`config.mk`:
```
export PLATFORM = sky130hd
export DESIGN_NAME = dsd_decimator
export DESIGN_NICKNAME = d
export VERILOG_FILES = /design/src/rtl/dsd_decimator.sv
export SDC_FILE = /design/constraint.sdc
export NUM_CORES = 1
export LEC_CHECK = 0
export CAP_MARGIN = 20
export CORE_MARGIN = 10
export CORE_UTILIZATION = 60
export CTS_BUF_LIST = sky130_fd_sc_hd__clkbuf_16
export DETAILED_ROUTE_END_ITERATION = 6
export PLACE_DENSITY_LB_ADDON = 0.05
export SLEW_MARGIN = 40
export SYNTH_ARGS = -nofsm -noshare
export SYNTH_HDL_FRONTEND = slang
export SYNTH_SLANG_ARGS = --single-unit
```
`constraint.sdc`:
```
create_clock -name clk -period 7.3 [get_ports clk]
set_input_delay 1.095 -clock clk [delete_from_list [all_inputs] [get_ports clk]]
set_output_delay 1.095 -clock clk [all_outputs]
set_load 0.1 [all_outputs]
```
`src/rtl/dsd_decimator.sv`:
```
// Third-order CIC decimator: 1-bit DSD stream (0 = +1, 1 = -1) to 16-bit signed PCM.
// Scaling is such that a constant density d settles to pcm = 16384 * d.
module dsd_decimator #(
    parameter int LOG2R = 6
) (
    input  logic               clk,
    input  logic               rst,
    input  logic               bit_en,
    input  logic               dsd_in,
    output logic signed [15:0] pcm,
    output logic               pcm_valid
);

    localparam int R  = 1 << LOG2R;
    localparam int W  = 3 * LOG2R + 2;
    localparam int SH = 3 * LOG2R - 14;

    localparam logic signed [W-1:0] PCM_MAX = W'(32767);
    localparam logic signed [W-1:0] PCM_MIN = -PCM_MAX;

    logic [W-1:0]       i1, i2, i3;
    logic [W-1:0]       s, d1, d2, d3;
    logic [LOG2R-1:0]   cnt;
    logic               tick;
    logic               comb_en;

    logic [W-1:0]        x;
    logic [W-1:0]        c1, c2, c3;
    logic signed [W-1:0] shifted;
    logic signed [15:0]  y_clamped;

    assign x = dsd_in ? {W{1'b1}} : W'(1);

    // Comb differences wrap modulo 2^W; W is wide enough that c3 is exact.
    always_comb begin
        c1        = s - d1;
        c2        = c1 - d2;
        c3        = c2 - d3;
        shifted   = $signed(c3) >>> SH;
        y_clamped = shifted[15:0];
        if (shifted > PCM_MAX) begin
            y_clamped = 16'sd32767;
        end else if (shifted < PCM_MIN) begin
            y_clamped = -16'sd32767;
        end
    end

    always_ff @(posedge clk) begin
        if (rst) begin
            i1        <= '0;
            i2        <= '0;
            i3        <= '0;
            cnt       <= '0;
            tick      <= 1'b0;
            comb_en   <= 1'b0;
            s         <= '0;
            d1        <= '0;
            d2        <= '0;
            d3        <= '0;
            pcm       <= '0;
            pcm_valid <= 1'b0;
        end else begin
            // Integrators and phase counter only advance on enabled bits.
            if (bit_en) begin
                i1  <= i1 + x;
                i2  <= i2 + i1;
                i3  <= i3 + i2;
                cnt <= cnt + LOG2R'(1);
            end

            // Tick -> snapshot -> comb is a fixed two-edge pipeline, independent of bit_en.
            tick    <= bit_en && (cnt == LOG2R'(R - 1));
            comb_en <= tick;
            if (tick) begin
                s <= i3;
            end

            pcm_valid <= comb_en;
            if (comb_en) begin
                d1  <= s;
                d2  <= c1;
                d3  <= c2;
                pcm <= y_clamped;
            end
        end
    end

endmodule
```
==> flow_summary.rst <==
.. list-table::
   :header-rows: 1

   * - Metric
     - Value
   * - Status
     - finished, final reports clean
   * - Synth Instances
     - 1,348
   * - Routed wirelength normalized by instance count
     - 13.2 um
   * - First-pass iteration count of the detailed router
     - 5
   * - Master cell of the clock root buffer
     - clkbuf_16
   * - Later-pin clock latency in the skew report
     - 0.43 ns
   * - Ant diodes
     - 0
   * - Flip-flop cell with the highest count after synthesis
     - dfxtp_1
   * - Area of the core
     - 0.0181 mm2
   * - Cell area after synthesis
     - 0.0111 mm2
   * - Most common cell after layout, fill and taps aside
     - nor2_1
   * - Cell breakdown of the critical path
     - inv_1 -> ha_1 -> inv_1 -> fa_1 -> a21o_1 -> a21oi_1 -> o21ai_0 -> a31oi_1 -> xnor2_1 -> ha_1 -> and2_1 -> o21ai_0 -> nand3_1 -> nand2_1 -> xnor2_1 -> ha_1 -> a21o_1 -> or3_1 -> or3_4 -> and4_1 -> nor4_1 -> o2111ai_1 -> or4_1 -> o21ai_1
   * - Number of synthesis warnings
     - 0
   * - Setup skew after layout
     - 0.0129 ns
   * - Minimum period implied by the final worst setup slack
     - 5.88 ns
   * - Hold Fails Final Rpt
     - 0
   * - Tightest slew margin relative to the limit
     - 45.2%
   * - Max Transition Viols Final
     - 0
   * - Number of buffers inserted to repair setup after CTS
     - 0
   * - Worst min-delay path category
     - reg -> reg
   * - Remaining global-route overflow
     - 0
   * - Number of flops mapped to enable cells by yosys
     - 0
   * - Overall routed net length
     - 21,000 um
   * - Number of distinct library cell variants in the gate-level netlist after synthesis
     - 66
   * - GPL Wtd Cong
     - 0.807
   * - Sequential share of the synthesized area
     - 29.7%
   * - Avg Inst Size Synth
     - 8.24 um2
   * - RSZ-0062 raised after global routing
     - false
   * - Number of top-level pins
     - 21
   * - Maximum single-stage delay on the critical path
     - 0.44 ns
   * - Post-layout nets
     - 1,465
   * - Height of the die
     - 156 um
   * - Required arrival time at the worst endpoint
     - 7.67 ns
   * - Clock transition at path regs
     - 0.07 ns
   * - Most frequent cells in the layout
     - nor2_1, dfxtp_1, ha_1, mux2i_1, inv_1
   * - Endpoint type of the worst setup path
     - register
   * - Fraction of final layout cells with drive strength greater than 1
     - 5.53%
   * - Max stage delay cell, worst path
     - o21ai_0
   * - Number of hold buffers added after cts
     - 0
   * - MaxCap Viol Count
     - 0
   * - Overall die area
     - 0.0244 mm2
   * - Max Clk Rate
     - 170 MHz
   * - Startpoint-to-endpoint class of the critical path
     - reg -> reg
   * - Power Dens Cells
     - 191 mW/mm2
   * - Async SR Flop Fraction
     - 0%
   * - Number of nets in the synthesized netlist
     - 1,470
   * - Via/cell ratio
     - 5.60
   * - CP dominant cell by count
     - ha_1
   * - GRT Total Usage
     - 17.4%
   * - Worst endpoint data arrival time
     - 6.25 ns
   * - CTS resizes
     - 0
   * - CTS tree
     - yes
   * - Top post-synthesis cells by area
     - dfxtp_1, ha_1, mux2i_1
   * - Number of placement rows
     - 49
   * - Final setup violation count
     - 0
   * - Crit path max-delay family
     - simple AND/OR/NAND/NOR gates
   * - Count of routing violations after the opening detailed-route iteration
     - 334
   * - Post-detailed-route DRC marker count
     - 0
   * - Via count of the routed design
     - 8,879
   * - Maximum number of pins on one net before global-route repair
     - 101
   * - Final-layout setup total negative slack
     - 0 ns
   * - Total buffers and inverters traversed by the critical path
     - 2
   * - Post-route antenna net violation count
     - 0
   * - First-pass GRT wire length
     - 36,200 um
   * - Maximum level of the CTS H-tree
     - 4
   * - Transition time at the pin with the least slew margin
     - 0.822 ns
   * - Max Fanout on Critical Path
     - 6
   * - Synth top area share
     - 29.7%
   * - Die width
     - 156 um
   * - Final critical-path share of the clock period
     - 80.5%
   * - Syn-to-layout area delta
     - 7.80%
   * - Via count of the first global-routing pass
     - 8,092
   * - Buffers on Ports
     - 20
   * - Clock buffer count from CTS
     - 17
   * - Clock sink total
     - 165
   * - Longest Clk Path Bufs
     - 2
   * - Initial core utilization
     - 61.4%
   * - #FFs+latches synth
     - 165
   * - Startpoint kind of the worst setup timing path
     - register
   * - Initial antenna violation count
     - 0
   * - Total power of the final layout
     - 2290 uW
   * - Maximum VDD drop
     - 0.163 mV
   * - Half-perimeter wire length after detailed placement
     - 15,100 um
   * - Top cell type by total area after synthesis
     - dfxtp_1
   * - Static Leak
     - 0.00498 uW
-- state kept, by name, indices dropped and copies added, names as in the netlist, 6 cells and up --
name	flops
cnt	6
d1	20
d2	20
d3	20
i1	20
i2	20
i3	20
pcm	16
s	20
-- power by group --
part / leakage (uW) / total [uW] / switching, uW / internal (uW)
Clock: 0.000298 / 923 / 382 / 541
Combinational: 0.00334 / 379 / 207 / 172
Sequential: 0.00134 / 984 / 42.1 / 942
Total: 0.00498 / 2290 / 631 / 1660
-- cell type report --
class                      instances  area, um2
inverter                          97        364
sequential                       165       3310
clock inverter                    15        176
tap                              229        287
clock buffer                      17        425
timing repair buffer              25        151
fill                            1572       6110
multi-input combinational       1037       7270
-- worst min-delay path: stages, from the launching register on --
cell and delay [ns]:
dfxtp_1 0.32, nand3_1 0.06, nor3_1 0.04
-- per-stage QoR --
step | cells | utilization, % | worst slack (ns) | hold WS (ns) | instance area (um2)
after floorplan | 1348 | - | 1.84 | 0.432 | 11100
final | 1585 | 66.2 | 1.42 | 0.459 | 12000
after CTS | 1585 | 66.2 | 1.39 | 0.460 | 12000
after detailed placement | 1553 | 62.9 | 1.40 | 0.452 | 11400
after global routing | 1585 | 66.2 | 0.755 | 0.476 | 12000
after global placement | 1553 | 63.3 | 1.50 | 0.451 | 11500
-- cells by family after synthesis --
logic type,after synthesis,synth area share [%]
simple gates,444,18.4
fa+ha+maj,118,13.6
compound gates,285,17.1
xor+xnor,88,7.06
flops,165,29.7
mux,102,9.19
buf+inv,146,4.93
-- routing by layer --
| metal | GRT usage [%] | vias to the layer above | wire, um | share of wire (%) |
|---|---|---|---|---|
| met5 | 0 | - | 0 | 0 |
| met4 | 5.17 | 0 | 256 | 1.2 |
| met3 | 3.31 | 19 | 504 | 2.4 |
| met2 | 30.7 | 69 | 10300 | 49 |
| met1 | 20.9 | 4050 | 9910 | 47 |
| li1 | - | 4741 | - | - |
-- Yosys cell counts, types with 7 or more instances --
master,n
xor2_1,21
o21ai_0,48
a31oi_1,9
a21oi_1,75
nand2b_1,13
nor4b_1,9
nand2_1,70
a31o_2,7
dfxtp_1,165
o21a_1,13
a21o_1,23
xnor2_1,66
nand3_1,19
ha_1,113
a41oi_1,7
o22ai_1,8
nor2b_1,16
clkbuf_1,42
o31ai_1,7
mux2i_1,102
and3_1,11
or3_1,15
o21bai_1,13
buf_1,7
nor3b_1,7
a211oi_1,22
nor3_1,42
nor2_1,217
inv_1,97
-- path summary, 6_finish.rpt --
| kind | startpoint | endpoint | slack [ns] | cells past startpoint |
|---|---|---|---|---|
| max reg2reg | s[0] | pcm[0] | 1.42 | 24 |
| min reg2reg | cnt[5] | tick | 0.46 | 2 |
| min | cnt[5] | tick | 0.46 | 2 |
| max | s[0] | pcm[0] | 1.42 | 24 |
No activity file was read; power rests on OpenSTA's default activity.
